==> src/rtl/mem_access_unit_if.sv <==
// mem_access_unit_if: EX/MEM request, data-memory bus and MEM/WB result bundle
interface mem_access_unit_if;
   logic        ex_valid;
   logic        ex_mem_read;
   logic        ex_mem_write;
   logic [1:0]  ex_size;
   logic        ex_unsigned;
   logic [31:0] ex_addr;
   logic [31:0] ex_wdata;
   logic [31:0] ex_alu_result;
   logic [4:0]  ex_rd;
   logic        ex_reg_write;
   logic        mem_read_enable;
   logic        mem_write_enable;
   logic [31:0] mem_address;
   logic [31:0] mem_write_data;
   logic [31:0] mem_data;
   logic        stall;
   logic        wb_valid;
   logic        wb_reg_write;
   logic [4:0]  wb_rd;
   logic [31:0] wb_data;
   logic        misalign_err;
   modport slave (
      input  ex_valid, ex_mem_read, ex_mem_write, ex_size, ex_unsigned, ex_addr,
             ex_wdata, ex_alu_result, ex_rd, ex_reg_write, mem_data,
      output mem_read_enable, mem_write_enable, mem_address, mem_write_data, stall,
             wb_valid, wb_reg_write, wb_rd, wb_data, misalign_err
   );
   modport master (
      output ex_valid, ex_mem_read, ex_mem_write, ex_size, ex_unsigned, ex_addr,
             ex_wdata, ex_alu_result, ex_rd, ex_reg_write, mem_data,
      input  mem_read_enable, mem_write_enable, mem_address, mem_write_data, stall,
             wb_valid, wb_reg_write, wb_rd, wb_data, misalign_err
   );
endinterface

==> src/rtl/mem_access_unit.sv <==
// mem_access_unit: MEM-stage load/store controller with read-modify-write sub-word stores
module mem_access_unit #(
   parameter int IDX_W = 3
) (
   input logic clk,
   input logic reset,
   mem_access_unit_if.slave bus
);
   typedef enum logic {IDLE, RMW_WR} state_t;
   state_t state, state_nxt;
   logic [IDX_W-1:0] idx, hold_idx;
   logic [1:0] hold_lane;
   logic hold_byte;
   logic [15:0] hold_wdata;
   logic [31:0] hold_word;
   logic mem_op, misalign, err, load, store, word_store, sub_store;
   logic [15:0] lane_bits;
   logic [31:0] load_data, lane_mask, merged;
   assign idx = bus.ex_addr[IDX_W+1:2];
   assign mem_op = bus.ex_valid && (bus.ex_mem_read || bus.ex_mem_write);
   assign misalign = (bus.ex_size == 2'b01 && bus.ex_addr[0]) ||
                     (bus.ex_size == 2'b10 && bus.ex_addr[1:0] != 2'b00) ||
                     bus.ex_size == 2'b11;
   assign err = mem_op && (misalign || (bus.ex_mem_read && bus.ex_mem_write));
   assign load = mem_op && !err && bus.ex_mem_read;
   assign store = mem_op && !err && bus.ex_mem_write;
   assign word_store = store && bus.ex_size == 2'b10;
   assign sub_store = store && !bus.ex_size[1];
   // aligned halves have addr[0]=0, so one byte-granular shift serves both sizes
   assign lane_bits = 16'(bus.mem_data >> {bus.ex_addr[1:0], 3'b000});
   assign load_data = bus.ex_size == 2'b00 ? {{24{!bus.ex_unsigned && lane_bits[7]}}, lane_bits[7:0]} :
                      bus.ex_size == 2'b01 ? {{16{!bus.ex_unsigned && lane_bits[15]}}, lane_bits} :
                      bus.mem_data;
   assign lane_mask = hold_byte ? 32'h0000_00FF << {hold_lane, 3'b000} : 32'h0000_FFFF << {hold_lane[1], 4'b0000};
   assign merged = (hold_word & ~lane_mask) | ({2{hold_wdata}} & lane_mask);
   always_ff @(posedge clk)
      state <= !reset ? IDLE : state_nxt;
   always_comb
      state_nxt = (state == IDLE && sub_store) ? RMW_WR : IDLE;
   always_comb begin
      bus.mem_read_enable = reset && state == IDLE && (load || sub_store);
      bus.mem_write_enable = reset && (state == RMW_WR || (state == IDLE && word_store));
      bus.stall = reset && state == IDLE && sub_store;
      bus.mem_address = {{(32-IDX_W){1'b0}}, state == RMW_WR ? hold_idx : idx};
      bus.mem_write_data = state == RMW_WR ? merged : bus.ex_wdata;
   end
   // byte stores replicate the byte so the lane mask alone picks the target lane
   always_ff @(posedge clk)
      if (state == IDLE && sub_store) begin
         hold_idx <= idx;
         hold_lane <= bus.ex_addr[1:0];
         hold_byte <= !bus.ex_size[0];
         hold_wdata <= bus.ex_size[0] ? bus.ex_wdata[15:0] : {2{bus.ex_wdata[7:0]}};
         hold_word <= bus.mem_data;
      end
   always_ff @(posedge clk)
      if (!reset) begin
         bus.wb_valid <= 1'b0;
         bus.wb_reg_write <= 1'b0;
         bus.wb_rd <= 5'd0;
         bus.wb_data <= 32'd0;
         bus.misalign_err <= 1'b0;
      end else if (state == RMW_WR) begin
         bus.wb_valid <= 1'b1;
         bus.wb_reg_write <= 1'b0;
         bus.misalign_err <= 1'b0;
      end else begin
         bus.wb_valid <= bus.ex_valid && !sub_store;
         bus.wb_reg_write <= bus.ex_valid && !err && !bus.ex_mem_write && bus.ex_reg_write;
         bus.misalign_err <= err;
         if (bus.ex_valid && !err && !bus.ex_mem_write) begin
            bus.wb_rd <= bus.ex_rd;
            bus.wb_data <= bus.ex_mem_read ? load_data : bus.ex_alu_result;
         end
      end
endmodule

==> src/flat_wrapper.sv <==
// flat-port wrapper written by rule: the top's interface ports become plain ports
module mem_access_unit_flat 
#(
   parameter int IDX_W = 3
)
  (clk, reset, bus_ex_valid, bus_ex_mem_read, bus_ex_mem_write, bus_ex_size, bus_ex_unsigned, bus_ex_addr, bus_ex_wdata, bus_ex_alu_result, bus_ex_rd, bus_ex_reg_write, bus_mem_data, bus_mem_read_enable, bus_mem_write_enable, bus_mem_address, bus_mem_write_data, bus_stall, bus_wb_valid, bus_wb_reg_write, bus_wb_rd, bus_wb_data, bus_misalign_err);
  mem_access_unit_if bus_i ();
  input logic clk;
  input logic reset;
  input wire logic [$bits(bus_i.ex_valid)-1:0] bus_ex_valid;
  input wire logic [$bits(bus_i.ex_mem_read)-1:0] bus_ex_mem_read;
  input wire logic [$bits(bus_i.ex_mem_write)-1:0] bus_ex_mem_write;
  input wire logic [$bits(bus_i.ex_size)-1:0] bus_ex_size;
  input wire logic [$bits(bus_i.ex_unsigned)-1:0] bus_ex_unsigned;
  input wire logic [$bits(bus_i.ex_addr)-1:0] bus_ex_addr;
  input wire logic [$bits(bus_i.ex_wdata)-1:0] bus_ex_wdata;
  input wire logic [$bits(bus_i.ex_alu_result)-1:0] bus_ex_alu_result;
  input wire logic [$bits(bus_i.ex_rd)-1:0] bus_ex_rd;
  input wire logic [$bits(bus_i.ex_reg_write)-1:0] bus_ex_reg_write;
  input wire logic [$bits(bus_i.mem_data)-1:0] bus_mem_data;
  output wire logic [$bits(bus_i.mem_read_enable)-1:0] bus_mem_read_enable;
  output wire logic [$bits(bus_i.mem_write_enable)-1:0] bus_mem_write_enable;
  output wire logic [$bits(bus_i.mem_address)-1:0] bus_mem_address;
  output wire logic [$bits(bus_i.mem_write_data)-1:0] bus_mem_write_data;
  output wire logic [$bits(bus_i.stall)-1:0] bus_stall;
  output wire logic [$bits(bus_i.wb_valid)-1:0] bus_wb_valid;
  output wire logic [$bits(bus_i.wb_reg_write)-1:0] bus_wb_reg_write;
  output wire logic [$bits(bus_i.wb_rd)-1:0] bus_wb_rd;
  output wire logic [$bits(bus_i.wb_data)-1:0] bus_wb_data;
  output wire logic [$bits(bus_i.misalign_err)-1:0] bus_misalign_err;
  assign bus_i.ex_valid = bus_ex_valid;
  assign bus_i.ex_mem_read = bus_ex_mem_read;
  assign bus_i.ex_mem_write = bus_ex_mem_write;
  assign bus_i.ex_size = bus_ex_size;
  assign bus_i.ex_unsigned = bus_ex_unsigned;
  assign bus_i.ex_addr = bus_ex_addr;
  assign bus_i.ex_wdata = bus_ex_wdata;
  assign bus_i.ex_alu_result = bus_ex_alu_result;
  assign bus_i.ex_rd = bus_ex_rd;
  assign bus_i.ex_reg_write = bus_ex_reg_write;
  assign bus_i.mem_data = bus_mem_data;
  assign bus_mem_read_enable = bus_i.mem_read_enable;
  assign bus_mem_write_enable = bus_i.mem_write_enable;
  assign bus_mem_address = bus_i.mem_address;
  assign bus_mem_write_data = bus_i.mem_write_data;
  assign bus_stall = bus_i.stall;
  assign bus_wb_valid = bus_i.wb_valid;
  assign bus_wb_reg_write = bus_i.wb_reg_write;
  assign bus_wb_rd = bus_i.wb_rd;
  assign bus_wb_data = bus_i.wb_data;
  assign bus_misalign_err = bus_i.misalign_err;
  mem_access_unit #(.IDX_W(IDX_W)) u_core (.clk(clk), .reset(reset), .bus(bus_i));
endmodule
==> config.mk <==
export PLATFORM = sky130hd
export DESIGN_NAME = mem_access_unit_flat
export DESIGN_NICKNAME = d
export VERILOG_FILES = /design/src/rtl/mem_access_unit_if.sv /design/src/rtl/mem_access_unit.sv /design/src/flat_wrapper.sv
export SDC_FILE = /design/constraint.sdc
export NUM_CORES = 1
export LEC_CHECK = 0
export ABC_CLOCK_PERIOD_IN_PS = 8250
export BUFFER_PORTS_ARGS = -buffer_cell sky130_fd_sc_hd__buf_2
export CAP_MARGIN = 30
export CORE_MARGIN = 2
export CORE_UTILIZATION = 50
export CTS_CLUSTER_SIZE = 10
export DETAILED_ROUTE_END_ITERATION = 10
export GPL_TIMING_DRIVEN = 0
export PLACE_DENSITY = 0.86
export SETUP_SLACK_MARGIN = 0.1
export SYNTH_ARGS = -nofsm -noshare
export SYNTH_HDL_FRONTEND = slang
export SYNTH_SLANG_ARGS = --single-unit
==> constraint.sdc <==
create_clock -name clk -period 8.25 [get_ports clk]
set_input_delay 1.65 -clock clk [delete_from_list [all_inputs] [get_ports clk]]
set_output_delay 1.65 -clock clk [all_outputs]
set_load 0.01 [all_outputs]
# [After elaboration in Yosys (flattened, before gate mapping)]
# Cells that the tools add are included.
[word_totals] ff_bits=95 out_inout_bits=107 wordCells=70
[classes] n_eq_ne=3 shifts=3 reduce_logical=38 muxes=9 bitwise_logic=6
[op_table] operator="$mux 32" n=5
[op_table] operator="$and 32x32->32" n=2
[op_table] operator="$not 32->32" n=1
[op_table] operator="$or 32x32->32" n=1
[op_table] operator="$shl 16x5->32 const A" n=1
[op_table] operator="$shl 8x5->32 const A" n=1
[op_table] operator="$shr 32x5->16" n=1
[op_table] operator="$logic_and 1x1->1" n=22
[op_table] operator="$mux 16" n=1
[op_table] operator="$logic_not 1->1" n=6
[op_table] operator="$logic_or 1x1->1" n=6
[op_table] operator="$eq 2x2->1 const B" n=2
[op_table] operator="$mux 3" n=1
[op_table] operator="$eq 2x1->1 const B" n=1
[op_table] operator="$logic_not 2->1" n=1
[op_table] operator="$mux 1" n=2
[op_table] operator="$not 1->1" n=2
[op_table] operator="$reduce_and 2->1" n=1
[op_table] operator="$reduce_bool 2->1" n=1
[op_table] operator="$reduce_or 2->1" n=1

# [Depth between registers and ports, before layout]
# Gate-level depths: netlist (run 1).
[logic_depth] depth_word=13 depth_mapped=7 depth_no_buf=4

# [Least setup slack after synthesis (run 1)]
# Ideal clock, no wire load.
[synth_timing] path_type="input port to output port" startpoint="input bus_ex_addr[0]" endpoint="output bus_mem_read_enable" cell_stages=5 t_arrival_ps=2576 slack_ps=4024 cell_sequence="buf_2 > o21ai_1 > a2bb2o_1 > nand2_1 > nor3_1"
[synth_via] elab_chain_cells=12 word_cells_on_any_way=14 classes_between="reduce/logical: 14"
[synth_rtl] item="start, declared" line="flat_wrapper.sv:15" rtl="input wire logic [$bits(bus_i.ex_addr)-1:0] bus_ex_addr;"
[synth_rtl] item="$reduce_bool 2->1" line="mem_access_unit.sv:22" rtl="(bus.ex_size == 2'b10 && bus.ex_addr[1:0] != 2'b00) ||"
[synth_rtl] item="$logic_and 1x1->1" line="mem_access_unit.sv:22"
[synth_rtl] item="$logic_or 1x1->1 *" line="mem_access_unit.sv:21" rtl="assign misalign = (bus.ex_size == 2'b01 && bus.ex_addr[0]) ||"
[synth_rtl] item="$logic_or 1x1->1 *" line="mem_access_unit.sv:22"
[synth_rtl] item="$logic_or 1x1->1 *" line="mem_access_unit.sv:24" rtl="assign err = mem_op && (misalign || (bus.ex_mem_read && bus.ex_mem_write));"
[synth_rtl] item="$logic_and 1x1->1 *" line="mem_access_unit.sv:24"
[synth_rtl] item="$logic_not 1->1 *" line="mem_access_unit.sv:25, mem_access_unit.sv:26"
[synth_rtl] item="$logic_and 1x1->1 *" line="mem_access_unit.sv:25, mem_access_unit.sv:26"
[synth_rtl] item="$logic_and 1x1->1" line="mem_access_unit.sv:26" rtl="assign store = mem_op && !err && bus.ex_mem_write;"
[synth_rtl] item="$logic_and 1x1->1" line="mem_access_unit.sv:28" rtl="assign sub_store = store && !bus.ex_size[1];"
[synth_rtl] item="$logic_or 1x1->1 *" line="mem_access_unit.sv:41" rtl="bus.mem_read_enable = reset && state == IDLE && (load || sub_store);"
[synth_rtl] item="$logic_and 1x1->1 *" line="mem_access_unit.sv:41"
[synth_rtl] item="end, declared" line="flat_wrapper.sv:21" rtl="output wire logic [$bits(bus_i.mem_read_enable)-1:0] bus_mem_read_enable;"
# Mark *: on every way between the ends. The rest lies on a longest branch, timed or not.

# [Worst setup path in the final report (run 1)]
[layout_timing] startpoint="input bus_ex_size[1]" endpoint="output bus_mem_write_enable"
[layout_via] elab_chain_cells=13 word_cells_on_any_way=16 classes_between="eq/ne: 3; reduce/logical: 13"
[layout_rtl] item="start, declared" line="flat_wrapper.sv:13" rtl="input wire logic [$bits(bus_i.ex_size)-1:0] bus_ex_size;"
[layout_rtl] item="$eq 2x1->1 / $eq 2x2->1 (equally long branches)" line="mem_access_unit.sv:21, mem_access_unit.sv:22, mem_access_unit.sv:27"
[layout_rtl] item="$logic_and 1x1->1, on equally long branches" line="mem_access_unit.sv:21, mem_access_unit.sv:22"
[layout_rtl] item="$logic_or 1x1->1" line="mem_access_unit.sv:21"
[layout_rtl] item="$logic_or 1x1->1" line="mem_access_unit.sv:22"
[layout_rtl] item="$logic_or 1x1->1" line="mem_access_unit.sv:24"
[layout_rtl] item="$logic_and 1x1->1" line="mem_access_unit.sv:24"
[layout_rtl] item="$logic_not 1->1" line="mem_access_unit.sv:26"
[layout_rtl] item="$logic_and 1x1->1 (2 in a row)" line="mem_access_unit.sv:26"
[layout_rtl] item="$logic_and 1x1->1 *" line="mem_access_unit.sv:27" rtl="assign word_store = store && bus.ex_size == 2'b10;"
[layout_rtl] item="$logic_and 1x1->1 *" line="mem_access_unit.sv:42" rtl="bus.mem_write_enable = reset && (state == RMW_WR || (state == IDLE && word_store));"
[layout_rtl] item="$logic_or 1x1->1 *" line="mem_access_unit.sv:42"
[layout_rtl] item="$logic_and 1x1->1 *" line="mem_access_unit.sv:42"
[layout_rtl] item="end, declared" line="flat_wrapper.sv:22" rtl="output wire logic [$bits(bus_i.mem_write_enable)-1:0] bus_mem_write_enable;"
# Marks and branches as above.

==> implementation parameters, run 1 <==
Parameter                              Value

Outcome
  Run status ... finished, final reports clean

Pwr
  Switching Share ... 27.8%
  Peak supply drop ... 0.107 mV
  Switching power ... 0.290 mW
  Seq pwr share ... 50.8%
  Cell internal power dissipation ... 0.754 mW
  Logic pwr share ... 19.8%
  Standby leakage power ... 2.95 nW
  Clock power share ... 29.4%
  Power density over cell area ... 160 nW/um^2

Place
  Final weighted congestion of routability-driven global placement ... 0.923
  Post-DP HPWL ... 12300 um
  Quantity of I/O buffers inserted on ports ... 192

Logic synthesis
  Number of enable flip-flop cells after synthesis ... 54
  Synthesized-area fraction occupied by ao, oa, aoi and oai cells ... 20.8%
  Multiplexer share of the synthesized area ... 11.1%
  Synthesized-area fraction occupied by xor and xnor cells ... 0%
  Yosys reg bits ... 95
  Top-count cell post-synth ... edfxtp_1
  Async set-reset flop share out of synthesis ... 0%
  Sequential-to-total area share from yosys stat ... 47.9%
  Netlist area before placement ... 5100 sq um
  Total of warnings raised by yosys ... 0
  Largest family of logic cells by synthesized area ... compound AO/OA/AOI/OAI gates
  Synth Area in Simple Gates ... 12.0%
  Share of the synthesized area in the top cell type ... 31.8%
  Synth cell types ... 50
  Cell accounting for the most synthesized area ... edfxtp_1
  Post-synthesis adder-cell area fraction ... 0%
  Top FF cell, synth ... edfxtp_1
  Syn avg cell area ... 10.4 sq um
  Commonest cells in the netlist ... 54 x edfxtp_1, 46 x nor2_1, 45 x a21oi_1, 41 x dfxtp_1, 34 x buf_4
  Dominant cells by area after synthesis ... edfxtp_1 32%, dfxtp_1 16%, mux2i_1 6.5%
  Number of cells produced by synthesis ... 489

Worst hold path
  Worst Min Path Start ... u_core.bus.wb_data[14]
  Worst hold-check path type ... reg2reg

STA
  Fin. max-slew vios ... 0
  Unrepaired setup endpoints after global routing ... no
  Max transition margin ... 49.4%
  Final-report setup violation count ... 0
  Clock skew ... 0.00546 ns
  Period utilization ... 56.1%
  F_max ... 0.216 GHz
  Fin. Hold Viols ... 0
  Tmin final ... 4.63 ns
  Slew at the pin closest to its max-slew limit ... 0.759 ns
  Total negative slack ... 0 ns

Clocking
  CTS H-tree lvls ... 3
  Register clock-pin slew on the reported worst setup and hold paths ... 0.09 ns
  Root buffer cell ... clkbuf_8
  Clk sinks ... 95
  Post-CTS Hold Buffers ... 0
  Number of CTS-inserted buffers ... 9
  Insertion delay of the later-clocked pin in the worst-skew pair ... 0.36 ns
  Post-CTS Setup Inserts ... 0
  CTS tree ... built
  CTS max path bufs ... 2
  CTS-repair resized insts ... 0

Detailed routing
  Routed wire per std cell ... 18.2 um
  Iteration-0 DRC Markers ... 392
  Via Count ... 4767
  Via count normalized by instance count ... 5.55
  DRT Wirelength ... 15600 um
  Remaining DRCs ... 0
  Number of optimization iterations in the first detailed-route pass ... 5
  DRT antenna net count ... 0

Global routing
  Vias in the first global route ... 4636
  Global-route usage over all layers ... 27.4%
  Largest net degree at the start of global routing ... 47
  First-pass GRT wire length ... 23700 um
  Initial antenna violation count ... 0
  Final global-route overflow total ... 0

Setup path
  Worst r2r src ... u_core.state
  WP data required ... 6.60 ns
  Critical Path Source ... bus_ex_size[1]
  Data arrival time of the critical path ... 2.98 ns
  Crit path max fanout ... 10
  Crit path capture type ... output pin
  CP startpoint kind ... input pin
  Classification of the worst setup path ... in2out

Floorplanning
  Row cnt ... 36
  Number of top-level pins ... 249
  Die Y-Extent ... 105 um
  Initial core utilization ... 51.9%
  Die area ... 11000 sq um
  Die Wd ... 105 um
  Area of the placeable core ... 9820 sq um

Layout
  Filler instances ... 821
  Antenna Cells ... 0
  Fraction of layout cells with a size suffix above 1 ... 41.3%
  Area growth, synth to finish ... 28.4%
  Final #Nets ... 863
  Share of the core filled with cells in the final layout ... 66.6%

Flow run
  Max Cap Violations ... 0
==> cells in the final DEF, fill, tap and decap left out, types with 5 or more instances in the layout <==
cell type / netlist / routed
edfxtp_1: 54 / 54
a21oi_1: 45 / 45
nor2b_1: 5 / 5
conb_1: 1 / 29
buf_2: 12 / 204
inv_1: 6 / 5
a32o_1: 31 / 31
a22o_1: 5 / 5
nand2_1: 21 / 21
o21ai_0: 15 / 15
nand2b_1: 5 / 5
or2_2: 22 / 22
a221o_1: 5 / 5
o211ai_1: 16 / 16
a22oi_1: 7 / 7
nand3_1: 5 / 5
mux2_2: 14 / 14
nor2_1: 46 / 46
or2_1: 9 / 9
mux2i_1: 33 / 33
buf_4: 34 / 34
clkbuf_1: 15 / 15
mux2_1: 5 / 5
dfxtp_1: 41 / 41
clkbuf_8: 0 / 9
==> routing by layer <==
layer  wire [um]  global-route usage [%]
met1        6400                    34.5
met2        7470                    45.7
met3        1500                    6.80
met4         251                    9.43
met5           0                       0
==> metrics by stage <==
step | hold WS, ns | instances | instance area [sq um] | total power, mW | setup WS, ns
2_1_floorplan | 0.498 | 517 | 5200 | 0.658 | 4.02
3_3_place_gp | 0.444 | 842 | 6330 | 0.736 | 3.68
3_5_place_dp | 0.452 | 843 | 6350 | 0.743 | 3.66
4_1_cts | 0.477 | 859 | 6540 | 1.04 | 3.66
5_1_grt | 0.492 | 859 | 6540 | 1.08 | 3.52
6_report | 0.477 | 859 | 6540 | 1.04 | 3.62
==> flip-flops by register name (all words and copies together), names as in the netlist <==
signal,count
u_core.bus.misalign_err,1
u_core.bus.wb_data,32
u_core.bus.wb_rd,5
u_core.bus.wb_reg_write,1
u_core.bus.wb_valid,1
u_core.hold_byte,1
u_core.hold_idx,3
u_core.hold_lane,2
u_core.hold_wdata,16
u_core.hold_word,32
u_core.state,1
==> worst paths after layout <==
kind / slack (ns) / endpoint / cells past startpoint
setup / recovery: 3.62 / bus_mem_write_enable / 7
hold / removal: 0.48 / u_core.bus.wb_data[14] / 1
setup reg to reg: 6.27 / u_core.bus.wb_data[21] / 7
hold reg to reg: 0.48 / u_core.bus.wb_data[14] / 1
==> worst max-delay path, cell delays in order <==
cell	delay [ns]
buf_2	0.13
buf_2	0.21
clkbuf_1	0.41
and4_1	0.27
a31oi_1	0.08
nor2_1	0.10
buf_2	0.14
==> power groups by stage <==
stage / sequential [mW] / combinational (mW) / clock [mW]
finish: 0.530 / 0.207 / 0.307
global route: 0.532 / 0.223 / 0.329
CTS: 0.530 / 0.203 / 0.310
detailed placement: 0.541 / 0.202 / 0
global placement: 0.540 / 0.196 / 0
floorplan: 0.545 / 0.112 / 0
==> cell families (layout without fill, tap and decap cells) <==
group | Yosys count | count (layout)
buf+inv | 71 | 280
simple gates | 124 | 124
compound gates | 145 | 145
mux | 53 | 53
flops | 95 | 95
other cells | 1 | 29
==> area by class of cell <==
cell class / count / area, sq um / share of cell area, %
Sequential cell: 95 / 2440 / 37.3
Multi-Input combinational cell: 351 / 2350 / 35.9
Timing Repair Buffer: 193 / 981 / 15.0
Buffer: 64 / 383 / 5.85
Tap cell: 133 / 166 / 2.54
Clock buffer: 9 / 124 / 1.89
Clock inverter: 7 / 70.1 / 1.07
Inverter: 7 / 26.3 / 0.402
(Power assumes the default switching activity.)
==> inputs of run 2 (changes only) <==
--- a/config.mk
+++ b/config.mk
@@ -5,15 +5,15 @@
 export SDC_FILE = /design/constraint.sdc
 export NUM_CORES = 1
 export LEC_CHECK = 0
-export ABC_CLOCK_PERIOD_IN_PS = 8250
+export ABC_CLOCK_PERIOD_IN_PS = 4200
 export BUFFER_PORTS_ARGS = -buffer_cell sky130_fd_sc_hd__buf_2
 export CAP_MARGIN = 30
 export CORE_MARGIN = 2
-export CORE_UTILIZATION = 50
+export CORE_UTILIZATION = 42
 export CTS_CLUSTER_SIZE = 10
 export DETAILED_ROUTE_END_ITERATION = 10
 export GPL_TIMING_DRIVEN = 0
-export PLACE_DENSITY = 0.86
+export PLACE_DENSITY = 0.77
 export SETUP_SLACK_MARGIN = 0.1
 export SYNTH_ARGS = -nofsm -noshare
 export SYNTH_HDL_FRONTEND = slang
==> constraint.sdc (replaced) <==
create_clock -name clk -period 4.2 [get_ports clk]
set_input_delay 0.84 -clock clk [delete_from_list [all_inputs] [get_ports clk]]
set_output_delay 0.84 -clock clk [all_outputs]
set_load 0.01 [all_outputs]
==> run 2 against run 1 <==
Effect of this change:
- cell count increased by 1.7%
- clock-buffer cell count rose by 1
- register-to-register slack worse by 4.0 ns
- core utilization shrank 11 points
- sequential power grew 96%
- via count is 1.2% lower
- critical path depth shrank 2
- setup slack lost 2.6 ns
- cell area increased by 2.1%
- clock power grew to 2.8 times the previous value
- routed wire length rose by 3.7%
- largest power group unchanged
- highest routed layer is now met5
==> implementation parameters, run 2 (synthesis gave the netlist of run 1 again) <==
Parameter                              Value

Setup path
  Kind of cell with the highest combined delay on the critical path ... buffers and inverters
  WP data required ... 3.36 ns
  Classification of the worst setup path ... reg2out
  Critical Path Source ... u_core.state
  Crit path max fanout ... 10
  Most used cell, CP ... clkbuf_1
  CP startpoint kind ... register
  Worst r2r src ... u_core.state
  Cell breakdown of the critical path ... clkbuf_1 > clkbuf_1 > buf_1 > a21oi_1 > buf_2
  CP bufs+invs ... 4
  Slowest Stage Delay on Critical Path ... 0.52 ns
  Crit path capture type ... output pin
  Standard cell with the maximum stage delay on the critical path ... buf_1
  Data arrival time of the critical path ... 2.34 ns

Layout
  Area occupied by registers ... 2440 sq um
  Post-Layout Cell Count ... 874
  Most common library cell in the layout ignoring fill and taps ... buf_2
  Final #Nets ... 863
  Area of all placed cells without fillers ... 6680 sq um
  Most frequent cells in the layout ... 204 x buf_2, 54 x edfxtp_1, 46 x nor2_1, 45 x a21oi_1, 41 x dfxtp_1
  Share of the core filled with cells in the final layout ... 56.1%
  Largest registers ... u_core.bus.wb_data x32, u_core.hold_word x32, u_core.hold_wdata x16
  Area growth, synth to finish ... 31.1%
  Filler instances ... 1042
  Footprint of the multi-input gates ... 2350 sq um
  Fraction of layout cells with a size suffix above 1 ... 41.2%

Floorplanning
  Row cnt ... 40
  Die area ... 13000 sq um
  Initial core utilization ... 42.8%
  Die Wd ... 114 um
  Die Y-Extent ... 114 um
  Area of the placeable core ... 11900 sq um
  Number of top-level pins ... 249

Global routing
  Largest net degree at the start of global routing ... 45
  Final global-route overflow total ... 0
  First-pass GRT wire length ... 24400 um
  Global-route usage over all layers ... 24.6%
  Vias in the first global route ... 4588
  Initial antenna violation count ... 2

Detailed routing
  Iteration-0 DRC Markers ... 397
  Via Count ... 4712
  Remaining DRCs ... 0
  DRT Wirelength ... 16200 um
  Routed wire per std cell ... 18.5 um
  DRT antenna net count ... 0
  Via count normalized by instance count ... 5.39
  Number of optimization iterations in the first detailed-route pass ... 7

Pwr
  Standby leakage power ... 3.00 nW
  Logic pwr share ... 17.6%
  Switching power ... 0.589 mW
  Seq pwr share ... 45.1%
  Clock power share ... 37.3%
  Overall power of the completed layout ... 2.31 mW
  Switching Share ... 25.5%
  Peak supply drop ... 0.155 mV
  Cell internal power dissipation ... 1.72 mW
  Power density over cell area ... 346 nW/um^2

Clocking
  Insertion delay of the later-clocked pin in the worst-skew pair ... 0.34 ns
  CTS-repair resized insts ... 0
  Post-CTS Hold Buffers ... 0
  Clk sinks ... 95
  CTS tree ... built
  Number of CTS-inserted buffers ... 9
  Root buffer cell ... clkbuf_16
  Post-CTS Setup Inserts ... 0
  Register clock-pin slew on the reported worst setup and hold paths ... 0.06 ns
  CTS H-tree lvls ... 3
  CTS max path bufs ... 2

STA
  Total negative slack ... 0 ns
  Slew at the pin closest to its max-slew limit ... 0.745 ns
  Fin. max-slew vios ... 0
  Max transition margin ... 50.3%
  Fin. Hold Viols ... 0
  Unrepaired setup endpoints after global routing ... no
  Final-report setup violation count ... 0
  F_max ... 0.314 GHz
  Clock skew ... 0.00414 ns
  Worst Hold Slack ... 0.461 ns
  Final setup margin ... 1.02 ns
  Period utilization ... 75.7%
  Tmin final ... 3.18 ns

Flow run
  Max Cap Violations ... 0

Worst hold path
  Worst hold-check path type ... reg2reg
  Worst Min Path Start ... u_core.bus.wb_data[0]

Place
  Quantity of I/O buffers inserted on ports ... 192
  Final weighted congestion of routability-driven global placement ... 0.982
  Standard cell area after detailed placement ... 6370 sq um
  Post-DP HPWL ... 12800 um
  # placed instances ... 857
  Post-Place Setup Slack ... 1.15 ns

Outcome
  Run status ... finished, final reports clean
-- run 2: area by class of cell --
| cell class | instances | area share, % |
|---|---|---|
| Sequential cell | 95 | 36.5 |
| Multi-Input combinational cell | 351 | 35.2 |
| Antenna cell | 1 | 0.0374 |
| Clock inverter | 6 | 1.27 |
| Buffer | 64 | 5.73 |
| Timing Repair Buffer | 193 | 14.7 |
| Tap cell | 147 | 2.75 |
| Clock buffer | 10 | 3.43 |
| Inverter | 7 | 0.393 |
-- run 2: path summary, 6_finish.rpt --
path	slack (ns)	to	cells past startpoint
worst max-delay path	1.02	bus_mem_write_data[8]	5
worst min-delay path	0.46	u_core.bus.wb_data[0]	1
worst max register to register	2.24	u_core.bus.wb_data[27]	7
worst min register to register	0.46	u_core.bus.wb_data[0]	1
-- run 2: metal layers --
layer	part of all wire (%)	up-vias	routed length, um	track usage, %
met5	0.068	-	11	0
met4	1.9	2	312	8.86
met3	7.4	28	1200	6.09
met2	49	253	7920	40.7
met1	42	2191	6760	31.4
li1	-	2238	-	-
-- run 2: power groups by stage --
stage | sequential (mW) | combinational, mW | clock, mW
2_1_floorplan | 1.07 | 0.221 | 0
3_3_place_gp | 1.06 | 0.391 | 0
3_5_place_dp | 1.06 | 0.401 | 0
4_1_cts | 1.04 | 0.403 | 0.876
5_1_grt | 1.05 | 0.443 | 0.921
6_report | 1.04 | 0.407 | 0.863
-- run 2: worst register-to-register path: cells and delay by family, from the launching register on --
family | cells | cell delay [ns]
compound gates | 1 | 0.19
simple gates | 3 | 0.70
flops | 1 | 0.30
buf+inv | 3 | 0.71
==> inputs of run 3 (changes only) <==
--- a/config.mk
+++ b/config.mk
@@ -5,15 +5,16 @@
 export SDC_FILE = /design/constraint.sdc
 export NUM_CORES = 1
 export LEC_CHECK = 0
-export ABC_CLOCK_PERIOD_IN_PS = 4200
+export ABC_AREA = 1
+export ABC_CLOCK_PERIOD_IN_PS = 3050
 export BUFFER_PORTS_ARGS = -buffer_cell sky130_fd_sc_hd__buf_2
 export CAP_MARGIN = 30
 export CORE_MARGIN = 2
-export CORE_UTILIZATION = 42
+export CORE_UTILIZATION = 47
 export CTS_CLUSTER_SIZE = 10
 export DETAILED_ROUTE_END_ITERATION = 10
 export GPL_TIMING_DRIVEN = 0
-export PLACE_DENSITY = 0.77
+export PLACE_DENSITY = 0.81
 export SETUP_SLACK_MARGIN = 0.1
 export SYNTH_ARGS = -nofsm -noshare
 export SYNTH_HDL_FRONTEND = slang
==> constraint.sdc (replaced) <==
create_clock -name clk -period 3.05 [get_ports clk]
set_input_delay 0.61 -clock clk [delete_from_list [all_inputs] [get_ports clk]]
set_output_delay 0.61 -clock clk [all_outputs]
set_load 0.01 [all_outputs]
==> run 3 against run 2 <==
Effect of this change:
- first-iteration DRC count grew 8.3%
- critical endpoint is now bus_mem_write_data[19]
- clock power grew 30%
- die area shrank 6.9%
==> implementation parameters, run 3 <==
Parameter                              Value

Detailed routing
  Number of optimization iterations in the first detailed-route pass ... 5
  Via Count ... 5562
  Via count normalized by instance count ... 5.08
  DRT antenna net count ... 0
  Iteration-0 DRC Markers ... 430
  Remaining DRCs ... 0
  DRT Wirelength ... 17000 um
  Routed wire per std cell ... 15.5 um

Logic synthesis
  Dominant cells by area after synthesis ... edfxtp_1 31%, nand2_1 16%, dfxtp_1 15%
  Total of warnings raised by yosys ... 0
  Syn avg cell area ... 7.37 sq um
  Cell accounting for the most synthesized area ... edfxtp_1
  Commonest cells in the netlist ... 221 x nand2_1, 86 x a21oi_1, 60 x nor2_1, 54 x edfxtp_1, 53 x o21ai_0
  Top-count cell post-synth ... nand2_1
  Synth cell types ... 28
  Share of the synthesized area in the top cell type ... 30.6%
  Number of enable flip-flop cells after synthesis ... 54
  Yosys reg bits ... 95
  Top FF cell, synth ... edfxtp_1
  Number of cells produced by synthesis ... 719
  Async set-reset flop share out of synthesis ... 0%
  Netlist area before placement ... 5300 sq um
  Sequential-to-total area share from yosys stat ... 46.1%

Layout
  Most common library cell in the layout ignoring fill and taps ... nand2_1
  Filler instances ... 1028
  Area of all placed cells without fillers ... 6860 sq um
  Most frequent cells in the layout ... 221 x nand2_1, 201 x buf_2, 86 x a21oi_1, 59 x nor2_1, 54 x edfxtp_1
  Antenna Cells ... 0
  Area growth, synth to finish ... 29.5%
  Share of the core filled with cells in the final layout ... 62.7%
  Post-Layout Cell Count ... 1095
  Final #Nets ... 1092
  Fraction of layout cells with a size suffix above 1 ... 29.7%
  Largest registers ... u_core.bus.wb_data x32, u_core.hold_word x32, u_core.hold_wdata x16

Clocking
  CTS-repair resized insts ... 0
  Clk sinks ... 95
  CTS max path bufs ... 2
  Post-CTS Setup Inserts ... 0
  Insertion delay of the later-clocked pin in the worst-skew pair ... 0.35 ns
  Root buffer cell ... clkbuf_16
  CTS H-tree lvls ... 3
  Post-CTS Hold Buffers ... 0
  CTS tree ... built
  Register clock-pin slew on the reported worst setup and hold paths ... 0.08 ns
  Number of CTS-inserted buffers ... 9

Setup path
  Slowest Stage Delay on Critical Path ... 0.46 ns
  Crit path max fanout ... 10
  CP startpoint kind ... register
  Crit path capture type ... output pin
  Data arrival time of the critical path ... 2.13 ns
  WP data required ... 2.44 ns
  Most used cell, CP ... buf_2
  Standard cell with the maximum stage delay on the critical path ... buf_1
  Cell breakdown of the critical path ... clkbuf_2 > inv_1 > buf_2 > buf_1 > nand2_1 > o21ai_0 > buf_2
  Classification of the worst setup path ... reg2out

Floorplanning
  Die Wd ... 110 um
  Die area ... 12100 sq um
  Area of the placeable core ... 10900 sq um
  Number of top-level pins ... 249
  Row cnt ... 38
  Initial core utilization ... 48.5%
  Die Y-Extent ... 110 um

Worst hold path
  Worst hold-check path type ... in2reg

STA
  Tmin final ... 2.74 ns
  Fin. max-slew vios ... 0
  Final-report setup violation count ... 0
  Total negative slack ... 0 ns
  F_max ... 0.364 GHz
  Clock skew ... 0.00893 ns
  Slew at the pin closest to its max-slew limit ... 0.801 ns
  Period utilization ... 90.0%
  Fin. Hold Viols ... 0
  Unrepaired setup endpoints after global routing ... no
  Max transition margin ... 46.4%
  Worst Hold Slack ... 0.451 ns

Place
  Quantity of I/O buffers inserted on ports ... 191
  Standard cell area after detailed placement ... 6560 sq um
  Post-DP HPWL ... 13200 um
  # placed instances ... 1079
  Final weighted congestion of routability-driven global placement ... 0.936

Pwr
  Peak supply drop ... 0.271 mV
  Power density over cell area ... 450 nW/um^2
  Standby leakage power ... 3.43 nW

Global routing
  Global-route usage over all layers ... 27.8%
  Largest net degree at the start of global routing ... 30
  Initial antenna violation count ... 0
  First-pass GRT wire length ... 25300 um
  Final global-route overflow total ... 0
  Vias in the first global route ... 4996

Outcome
  Run status ... finished, final reports clean

Flow run
  Max Cap Violations ... 0
run 3: worst max-delay path, delay by kind of cell (launching register included):
family | cells | cell delay (ns)
buf+inv | 5 | 1.26
flops | 1 | 0.31
simple gates | 1 | 0.12
compound gates | 1 | 0.09
run 3: per-stage QoR:
step           power [mW]  setup WS, ns
5_1_grt              3.22        0.0994
6_report             3.09         0.306
2_1_floorplan        1.76         0.432
3_5_place_dp         1.99         0.166
3_3_place_gp         1.98        -0.112
4_1_cts              3.09         0.185
run 3: worst paths after layout:
path | start | to | slack, ns | depth (start not counted)
worst max-delay path | u_core.state | bus_mem_write_data[19] | 0.31 | 7
worst max register to register | u_core.state | u_core.hold_word[17] | 1.16 | 3
worst min-delay path | bus_mem_data[1] | u_core.hold_word[1] | 0.45 | 1
worst min register to register | u_core.bus.wb_rd[0] | u_core.bus.wb_rd[0] | 0.46 | 2
run 3: area by class of cell:
cell class	count	area [sq um]	area share, %
plain buffers	65	404	5.89
clock inverters	7	72.6	1.06
well taps	140	175	2.55
inverters	55	206	3.01
repair buffers	192	976	14.2
clock buffers	9	225	3.28
flip-flops and latches	95	2440	35.6
multi-input cells	532	2360	34.4
run 3: cells by family (layout without fill, tap and decap cells):
group                  count (synthesis)  in the layout  synth area share (%)
DFF                                   95             95                  46.1
AOI/OAI and AO/OA                    158            158                  15.2
and+or+nand+nor                      345            345                  27.1
buffers and inverters                120            328                  11.5
other                                  1             29                0.0708
run 3: metal layers:
metal	track usage, %	up-vias	routed length (um)
li1	-	2758	-
met5	0	-	0
met4	8.75	0	403
met2	47.7	320	8000
met3	6.35	26	1790
met1	34.7	2458	6770
run 3: where the power goes:
part / total [mW] / leakage (nW) / internal [mW] / switching, mW
combinational: 0.552 / 2.46 / 0.225 / 0.327
clock: 1.12 / 0.143 / 0.578 / 0.542
sequential: 1.42 / 0.824 / 1.40 / 0.0200
